`src/rtl/cmd_frame_decoder.sv`:
```
// Command-frame decoder: SYNC, OPCODE, PARAM bytes (big-endian), XOR checksum.
// Emits a one-hot command strobe with parameter, or a coded error pulse.
//
// state    | meaning
// ---------+------------------------------------------------
// S_IDLE   | waiting for SYNC_BYTE, other bytes ignored
// S_OPCODE | expecting opcode byte (1..N_CMDS)
// S_PARAM  | shifting in PARAM_BYTES parameter bytes
// S_CHECK  | expecting checksum byte
module cmd_frame_decoder #(
    parameter int          N_CMDS         = 4,
    parameter int          PARAM_BYTES    = 2,
    parameter logic [7:0]  SYNC_BYTE      = 8'h00,
    parameter int          TIMEOUT_CYCLES = 1000000
) (
    input  logic                     i_clock,
    input  logic                     i_reset,
    input  logic [7:0]               i_rx_data,
    input  logic                     i_rx_valid,
    output logic                     o_wait_cmd,
    output logic                     o_cmd_valid,
    output logic [N_CMDS-1:0]        o_cmd,
    output logic [8*PARAM_BYTES-1:0] o_cmd_param,
    output logic                     o_error,
    output logic [1:0]               o_err_code
);

    localparam int PW = 8 * PARAM_BYTES;
    localparam int CW = $clog2(TIMEOUT_CYCLES + 1);
    localparam logic [CW-1:0] TO_LAST   = CW'(TIMEOUT_CYCLES - 1);
    localparam logic [2:0]    LAST_BYTE = 3'(PARAM_BYTES - 1);

    typedef enum logic [1:0] {S_IDLE, S_OPCODE, S_PARAM, S_CHECK} state_t;

    state_t          state, state_n;
    logic [7:0]      opcode_q;
    logic [7:0]      chk_q;
    logic [2:0]      byte_cnt;
    logic [PW-1:0]   shreg;
    logic [CW-1:0]   to_cnt;
    logic            timed_out;
    logic            op_ok;
    logic            take_op;
    logic            take_param;
    logic            accept;
    logic            reject;
    logic [1:0]      rej_code;

    // The count reaches TIMEOUT_CYCLES on this edge; an arriving byte wins.
    assign timed_out  = (state != S_IDLE) && !i_rx_valid && (to_cnt == TO_LAST);
    assign op_ok      = (i_rx_data != 8'd0) && (i_rx_data <= 8'(N_CMDS));
    assign o_wait_cmd = (state != S_IDLE);

    always_comb begin
        state_n    = state;
        take_op    = 1'b0;
        take_param = 1'b0;
        accept     = 1'b0;
        reject     = 1'b0;
        rej_code   = 2'd0;
        case (state)
            S_IDLE: begin
                if (i_rx_valid && (i_rx_data == SYNC_BYTE)) state_n = S_OPCODE;
            end
            S_OPCODE: begin
                if (i_rx_valid) begin
                    if (op_ok) begin
                        take_op = 1'b1;
                        state_n = S_PARAM;
                    end else begin
                        reject   = 1'b1;
                        rej_code = 2'd1;
                        state_n  = S_IDLE;
                    end
                end
            end
            S_PARAM: begin
                if (i_rx_valid) begin
                    take_param = 1'b1;
                    if (byte_cnt == LAST_BYTE) state_n = S_CHECK;
                end
            end
            S_CHECK: begin
                if (i_rx_valid) begin
                    state_n = S_IDLE;
                    if (i_rx_data == chk_q) begin
                        accept = 1'b1;
                    end else begin
                        reject   = 1'b1;
                        rej_code = 2'd2;
                    end
                end
            end
            default: state_n = S_IDLE;
        endcase
        if (timed_out) begin
            reject   = 1'b1;
            rej_code = 2'd3;
            state_n  = S_IDLE;
        end
    end

    always_ff @(posedge i_clock) begin
        if (i_reset) state <= S_IDLE;
        else         state <= state_n;
    end

    always_ff @(posedge i_clock) begin
        if (i_reset) begin
            opcode_q    <= '0;
            chk_q       <= '0;
            byte_cnt    <= '0;
            shreg       <= '0;
            to_cnt      <= '0;
            o_cmd_valid <= 1'b0;
            o_cmd       <= '0;
            o_cmd_param <= '0;
            o_error     <= 1'b0;
            o_err_code  <= 2'd0;
        end else begin
            if (i_rx_valid || (state == S_IDLE)) to_cnt <= '0;
            else                                 to_cnt <= to_cnt + CW'(1);
            if (take_op) begin
                opcode_q <= i_rx_data;
                chk_q    <= i_rx_data;
                byte_cnt <= '0;
            end
            if (take_param) begin
                shreg    <= PW'({shreg, i_rx_data});
                chk_q    <= chk_q ^ i_rx_data;
                byte_cnt <= byte_cnt + 3'd1;
            end
            o_cmd_valid <= accept;
            o_error     <= reject;
            o_cmd       <= accept ? (N_CMDS'(1) << (opcode_q - 8'd1)) : '0;
            if (accept) o_cmd_param <= shreg;
            if (reject) o_err_code  <= rej_code;
        end
    end

endmodule

```
`config.mk`:
```
export PLATFORM = sky130hd
export DESIGN_NAME = cmd_frame_decoder
export DESIGN_NICKNAME = d
export VERILOG_FILES = /design/src/rtl/cmd_frame_decoder.sv
export SDC_FILE = /design/constraint.sdc
export NUM_CORES = 1
export LEC_CHECK = 0
export ABC_CLOCK_PERIOD_IN_PS = 4700
export BUFFER_PORTS_ARGS = -buffer_cell sky130_fd_sc_hd__buf_2
export CORE_MARGIN = 2
export CORE_UTILIZATION = 35
export DETAILED_ROUTE_END_ITERATION = 8
export HOLD_SLACK_MARGIN = 0.03
export PLACE_DENSITY = 0.57
export SLEW_MARGIN = 20
export SYNTH_ARGS = -nofsm -noshare
export SYNTH_HDL_FRONTEND = slang
export SYNTH_SLANG_ARGS = --single-unit
export TNS_END_PERCENT = 10
```
`constraint.sdc`:
```
create_clock -name i_clock -period 4.7 [get_ports i_clock]
set_input_delay 0.47 -clock i_clock [delete_from_list [all_inputs] [get_ports i_clock]]
set_output_delay 0.47 -clock i_clock [all_outputs]
set_load 0.02 [all_outputs]
```
### After elaboration in Yosys (flattened, before gate mapping)

Index checks and enable logic that the tools add are counted.

* order comparisons: 1
* add/subtract/negate cells: 3
* reduce and logical (&&, ||, !) cells: 15
* multiplexer cells: 31
* shift operators: 1
* equal/unequal tests: 11
* bitwise operators: 2

Operators by type and width (number)
* 20-bit by 1-bit adder with 20-bit output, second input constant: 1
* 20-bit == test, second input constant: 1
* 2-bit two-way mux: 9
* 8-bit two-way mux: 2
* 1-bit two-way mux: 15
* 2-bit != test, second input constant: 5
* 8-bit == test: 1
* 8-bit by 3-bit less-or-equal comparator with 1-bit output, second input constant: 1
* 8-bit logical NOT: 1
* 2-bit case mux with 4 select lines: 1
* 8-bit nonzero test: 1
* 1-bit by 8-bit left shift with 4-bit output, first input constant: 1
* 8-bit by 1-bit subtractor with 8-bit output, second input constant: 1
* 8-bit bitwise XOR: 1
* 3-bit two-way mux: 2
* 2-bit OR reduction: 3
* 5-bit AND reduction: 1
* 2-bit == test, second input constant: 2
* 1-bit logical AND: 4
* 2-bit case mux with 2 select lines: 1
* 2-bit nonzero test: 2
* 3-bit by 1-bit adder with 3-bit output, second input constant: 1
* 3-bit by 1-bit == test with 1-bit output, second input constant: 1
* 2-bit by 1-bit == test with 1-bit output, second input constant: 1
* 5 further kinds: 5

* word-level logic and storage cells: 75
* bits in registers: 81
* input bits: 11

### Depth between registers and ports, before layout

Gate-level depths: netlist of run 1.

* word-level depth: 7
* gate-level depth with buffers: 7
* gate-level depth less buffers: 7

### Worst setup path before layout of run 1

Ideal clock, no wire load.

* kind: input to register
* start point: in i_rx_data[1]
* end point: reg o_cmd_param[11]
* cell stages on the path: 7
* arrival: 1.762 ns
* slack: 2.810 ns
* cell sequence: buf_2 > xnor2_2 > nand4_2 > nor3_4 > buf_6 > mux2i_1 > nor2_1

* word-level cells in the longest chain between the ends: 4

RTL lines
* from (decl): line 18 `input logic [7:0] i_rx_data,`
* 8-bit == test: line 86 `if (i_rx_data == chk_q) begin`
* 1-bit two-way mux: line 86
* 1-bit two-way mux: line 84 `if (i_rx_valid) begin`
* 1-bit two-way mux: line 61 `case (state)`
* to (signal assigned): line 136 `if (accept) o_cmd_param <= shreg;`
* to (decl): line 23 `output logic [8*PARAM_BYTES-1:0] o_cmd_param,`

Every way passes these cells.
A chain may end at the register's enable or synchronous reset.

### Worst setup path in the final report of run 1

* start point: in i_rx_data[4]
* end point: reg byte_cnt[1]

* word-level cells in the longest chain between the ends: 6
* elaborated cells between the ends (all ways): 7
* those cells by class: order compare: 1; mux: 3; reduce/logical: 3

RTL lines
* 8-bit by 3-bit less-or-equal comparator with 1-bit output / 8-bit nonzero test (equally long branches): line 51 `assign op_ok = (i_rx_data != 8'd0) && (i_rx_data <= 8'(N_CMDS));`
* 1-bit logical AND *: line 51
* 1-bit two-way mux *: line 67 `if (op_ok) begin`
* 1-bit two-way mux *: line 66 `if (i_rx_valid) begin`
* 1-bit two-way mux *: line 61
* 2-bit nonzero test (no line) *
* to (signal assigned): line 131 `byte_cnt <= byte_cnt + 3'd1;`
* to (decl): line 38 `logic [2:0] byte_cnt;`

Mark *: on every way between the ends. The rest lies on a longest branch, timed or not.

==> metrics.yaml, run 1 <==
outcome:
  status: "finished clean"
logic_synthesis:
  synth_cell_types: 39
  synth_edf_count: 0
  syn_inst: 380
  post_synth.cell_area_avg_um2: 8.78
  synth-async-reset-ratio_pct: 0
  ys_seq_elements: 81
  syn_nets: 395
  synth_top_cell_area_share_pct: 48.6
  synth_top_area_cell: "dfxtp_1"
  yosysWarnings: 0
  ys_top_cells_by_area: "dfxtp_1 49%, nand2_1 6.0%, nor2_1 5.9%"
  synth_flop_cell: "dfxtp_1"
  seq_area_frac_synth_pct: 48.6
  synth_area_um2: 3340
worst_setup_path:
  required_ns: 4.92
  path_max_fanout: 13
  start_kind: "input port"
  reg2reg_depth: 6
  arrival_ns: 2.14
  critPathCaptureType: "flop"
  reg2reg_to: "o_cmd_param[7]"
  rrSetupSlack_ns: 2.87
  critPathKind: "input port to flop"
  rr_startpoint: "chk_q[1]"
clocking:
  numCtsBuffers: 9
  cts_tree: "yes"
  post_cts_buffers: 0
  cts.clk_slew.worst_paths_ns: 0.08
  insertion_delay_ns: 0.35
  clock-sinks: 81
  cts_max_path_buffers: 2
  clockRootBuffer: "clkbuf_8"
  h-tree-depth: 3
  cts_hold_buf: 0
  post_cts_resized: 0
run:
  drv_cap: 0
timing:
  fin_crit_ns: 1.92
  setup_viol_count_final: 0
  post-route-period-util_pct: 40.9
  worst_slew_pin_slew_ns: 0.913
  relSlewSlack_pct: 39.1
  hold_viol_final: 0
  report.final.slew_viol_count: 0
  fin_skew_ns: 0.00862
  rsz0062_at_grt: "false"
  fmax_mhz: 520
  fin_setup_tns_ns: 0
  hold_slack_ns: 0.396
finish:
  finalNetCount: 425
  final_cell_mix: "81 x dfxtp_1, 53 x nand2_1, 51 x nor2_1"
  finish.utilization_pct: 41.7
  layout-area-overhead-vs-synth_pct: 15.5
  antenna_cells: 0
  fin_cells: 544
  final_common_cell: "dfxtp_1"
  final_area_um2: 3850
  drive_gt1_share_pct: 15.4
route:
  dr.pass1.iters: 4
  drc: 0
  ant_nets: 0
  vias: 2567
  wl_per_cell_um: 12.3
  routed_wirelength_um: 6670
  drtIter0Drc: 89
  vias_per_cell: 4.72
placed_design:
  numPortBuffers: 35
  place.gp.congestion: 0.740
  dpl.cell_count: 527
  dpl-instance-area_um2: 3610
  hpwl_um: 4300
global_routing:
  grt_pass1_wl_um: 11000
  grt_antenna_before_repair: 0
  gr-usage-all-layers_pct: 13.4
  grt_pass1_vias: 2315
  grt_overflow: 0
  grt_max_degree: 55
pwr:
  p_per_area_nw_per_um2: 331
  leakage_uw: 0.00134
  peakVddDrop_v: 0.000123
min_path:
  hold_depth: 3
  min_path_type: "input port to flop"
  worstHoldStart: "i_rx_data[7]"
  hold-path-endpoint: "shreg[7]"
die:
  start_util_pct: 36.1
  coreArea_um2: 9240
  die_x_um: 102
  rows: 35
  die_area_um2: 10300
  die_h_um: 102
  ios: 36
## critical path: stages
cell and delay, ns:
buf_2 0.13, or4_1 0.53, nor2_2 0.19, nand3_1 0.44, a31oi_1 0.31, nor2_1 0.06
## logic make-up after synthesis
logic type,after synthesis,synth area share (%)
compound gates,45,7.80
xor+xnor,28,7.80
fa+ha+maj,4,1.50
buf+inv,29,3.64
flops,81,48.6
mux,17,5.14
simple gates,176,25.5
## power by group
| group | leakage [uW] | internal, uW | switching, uW |
|---|---|---|---|
| clock network | 0.000113 | 313 | 247 |
| registers | 0.000652 | 685 | 0.0391 |
| logic | 0.000579 | 9.88 | 18.2 |
| total | 0.00134 | 1010 | 265 |
## sequential cells by signal, summed over array words and instances, names as in the netlist, named ones only
register	flops
to_cnt	20
o_cmd_param	16
shreg	16
chk_q	8
opcode_q	8
o_cmd	4
byte_cnt	3
o_err_code	2
o_cmd_valid	1
o_error	1
state	1
## cell usage after synthesis, types with 4 or more instances
cell and instances:
dfxtp_1 81, nand2_1 53, nor2_1 52, a21oi_1 27, nand3_1 19, mux2i_1 16, clkbuf_1 14, xnor2_1 14
xor2_1 12, nand3b_1 11, a31oi_1 10, inv_1 10, nand4_1 8, nor4_1 8, nor3_1 6, and2_1 5
buf_2 4, ha_1 4
## layer usage
layer  wire [um]  track usage, %  vias to the layer above
li1            -               -                     1354
met1        3270            17.1                     1180
met2        3080            21.3                       28
met3         252            4.35                        5
met4          63            4.68                        0
met5           0               0                        -
## stage by stage
| step | power [uW] | worst slack [ns] |
|---|---|---|
| after detailed placement | 730 | 2.25 |
| after global routing | 1320 | 2.60 |
| after CTS | 1290 | 2.48 |
| after floorplan | 720 | 2.81 |
| final | 1270 | 2.78 |
| after global placement | 730 | 2.31 |
## worst max-delay path by stage
stage,start,endpoint
2_1_floorplan,i_rx_data[1],o_cmd_param[11]
3_3_place_gp,i_rx_data[6],o_cmd[3]
3_5_place_dp,i_rx_data[2],o_cmd[0]
4_1_cts,chk_q[1],o_cmd[0]
5_1_grt,i_rx_data[4],byte_cnt[1]
6_report,i_rx_data[4],byte_cnt[1]
## final cells by class
| type | count | area (um^2) |
|---|---|---|
| well taps | 129 | 161 |
| repair buffers | 38 | 218 |
| clock buffers | 11 | 141 |
| multi-input cells | 270 | 1600 |
| fillers | 955 | 5390 |
| inverters | 10 | 37.5 |
| clock inverters | 5 | 78.8 |
| flip-flops and latches | 81 | 1620 |
Power figures use the tool's default switching activity.
==> run 2, diff against run 1 <==
ABC_CLOCK_PERIOD_IN_PS = 1800   (was 4700)
clock period = 1.8 ns   (was 4.7 ns; I/O delays follow)
==> run 2 against run 1 <==
Sequential power rose to 2.6 times the previous value. Power rose to 2.5 times the previous value. Design area rose by 1.6%. Largest cell class unchanged. Highest routed layer unchanged.
==> metrics.yaml, run 2 (same netlist as run 1, synthesis figures left out) <==
route:
  dr.pass1.iters: 4
  routed_wirelength_um: 6400
  drtIter0Drc: 94
  vias: 2591
  vias_per_cell: 4.68
  ant_nets: 0
  wl_per_cell_um: 11.5
  drc: 0
global_routing:
  gr-usage-all-layers_pct: 13.4
  grt_max_degree: 32
  grt_pass1_vias: 2387
  grt_antenna_before_repair: 0
  grt_pass1_wl_um: 11000
  grt_overflow: 0
die:
  die_h_um: 102
  die_x_um: 102
  coreArea_um2: 9240
  die_area_um2: 10300
  rows: 35
  ios: 36
  start_util_pct: 36.1
timing:
  relSlewSlack_pct: 73.7
  setup_viol_count_final: 0
  worst_slew_pin_slew_ns: 0.391
  fin_crit_ns: 1.58
  report.final.slew_viol_count: 0
  post-route-period-util_pct: 88.0
  rsz0062_at_grt: "false"
  fin_skew_ns: 0.0102
  fin_setup_tns_ns: 0
  fmax_mhz: 631
  hold_viol_final: 0
clocking:
  h-tree-depth: 3
  clock-sinks: 81
  post_cts_resized: 0
  cts_max_path_buffers: 2
  clockRootBuffer: "clkbuf_8"
  cts_tree: "yes"
  post_cts_buffers: 0
  cts_hold_buf: 0
  numCtsBuffers: 9
  cts.clk_slew.worst_paths_ns: 0.08
  insertion_delay_ns: 0.36
worst_setup_path:
  arrival_ns: 1.85
  start_kind: "flop"
  reg2reg_depth: 6
  critPathKind: "flop to flop"
  required_ns: 2.06
  critPathCaptureType: "flop"
  path_max_fanout: 17
placed_design:
  dpl.cell_count: 538
  hpwl_um: 4400
  numPortBuffers: 35
  place.gp.congestion: 0.774
finish:
  top_register: "to_cnt"
  layout-area-overhead-vs-synth_pct: 17.4
  finalNetCount: 435
  num-fill-cells: 930
  fin_cells: 554
  final_common_cell: "dfxtp_1"
  largest_reg_flops: 20
  final_cell_mix: "81 x dfxtp_1, 53 x nand2_1, 51 x nor2_1"
  reg_top3: "to_cnt: 20 flops, o_cmd_param: 16 flops, shreg: 16 flops"
  antenna_cells: 0
  drive_gt1_share_pct: 17.6
min_path:
  hold_depth: 3
  min_path_type: "input port to flop"
pwr:
  p_per_area_nw_per_um2: 820
  leakage_uw: 0.00138
  peakVddDrop_v: 0.000449
run:
  drv_cap: 0
outcome:
  status: "finished clean"
==> run 2: final cells by class <==
cell class,instances,area (um^2),share of cell area (%)
clock buffers,9,124,3.16
clock inverters,7,77.6,1.98
inverters,10,37.5,0.959
multi-input cells,270,1600,40.7
flip-flops and latches,81,1620,41.4
well taps,129,161,4.12
repair buffers,48,298,7.61
==> run 2: through the flow <==
step           power, uW  worst slack (ns)  util [%]  hold WS [ns]  cell area, um^2
2_1_floorplan       1880             0.179         -         0.316             3340
3_3_place_gp        1910             0.178      40.2         0.443             3710
3_5_place_dp        1910             0.136      40.2         0.446             3710
4_1_cts             3260             0.199      42.4         0.100             3920
5_1_grt             3350           0.00520      42.4         0.104             3920
6_report            3210             0.216      42.4         0.108             3920
==> run 2: worst max-delay path, cell delays in order, from the launching register on <==
cell and delay [ns]:
dfxtp_1 0.42, xnor2_2 0.13, nand4_2 0.16, nor3_4 0.22
buf_12 0.20, nand2b_2 0.11, nor4_1 0.23
==> run 2: final timing paths <==
path,start,endpoint,slack (ns)
worst min-delay path,i_rx_data[5],shreg[5],0.11
worst max register to register,chk_q[1],o_cmd[1],0.22
worst max-delay path,chk_q[1],o_cmd[1],0.22
worst min register to register,shreg[9],shreg[9],0.46
==> run 2: routing by layer <==
metal / vias up / track usage [%] / wire length, um / share of wire [%]
met5: - / 0 / 0 / 0
met4: 0 / 5.61 / 87 / 1.4
met3: 9 / 4.21 / 248 / 3.9
met1: 1186 / 17.4 / 3120 / 49
li1: 1366 / - / - / -
met2: 30 / 20.6 / 2940 / 46
==> run 2: report_power, final <==
part | leakage (uW) | internal (uW) | switching, uW | total (uW)
combinational | 0.000626 | 27.7 | 48.5 | 76.1
sequential | 0.000652 | 1790 | 0.0915 | 1790
clock | 0.000101 | 655 | 688 | 1340
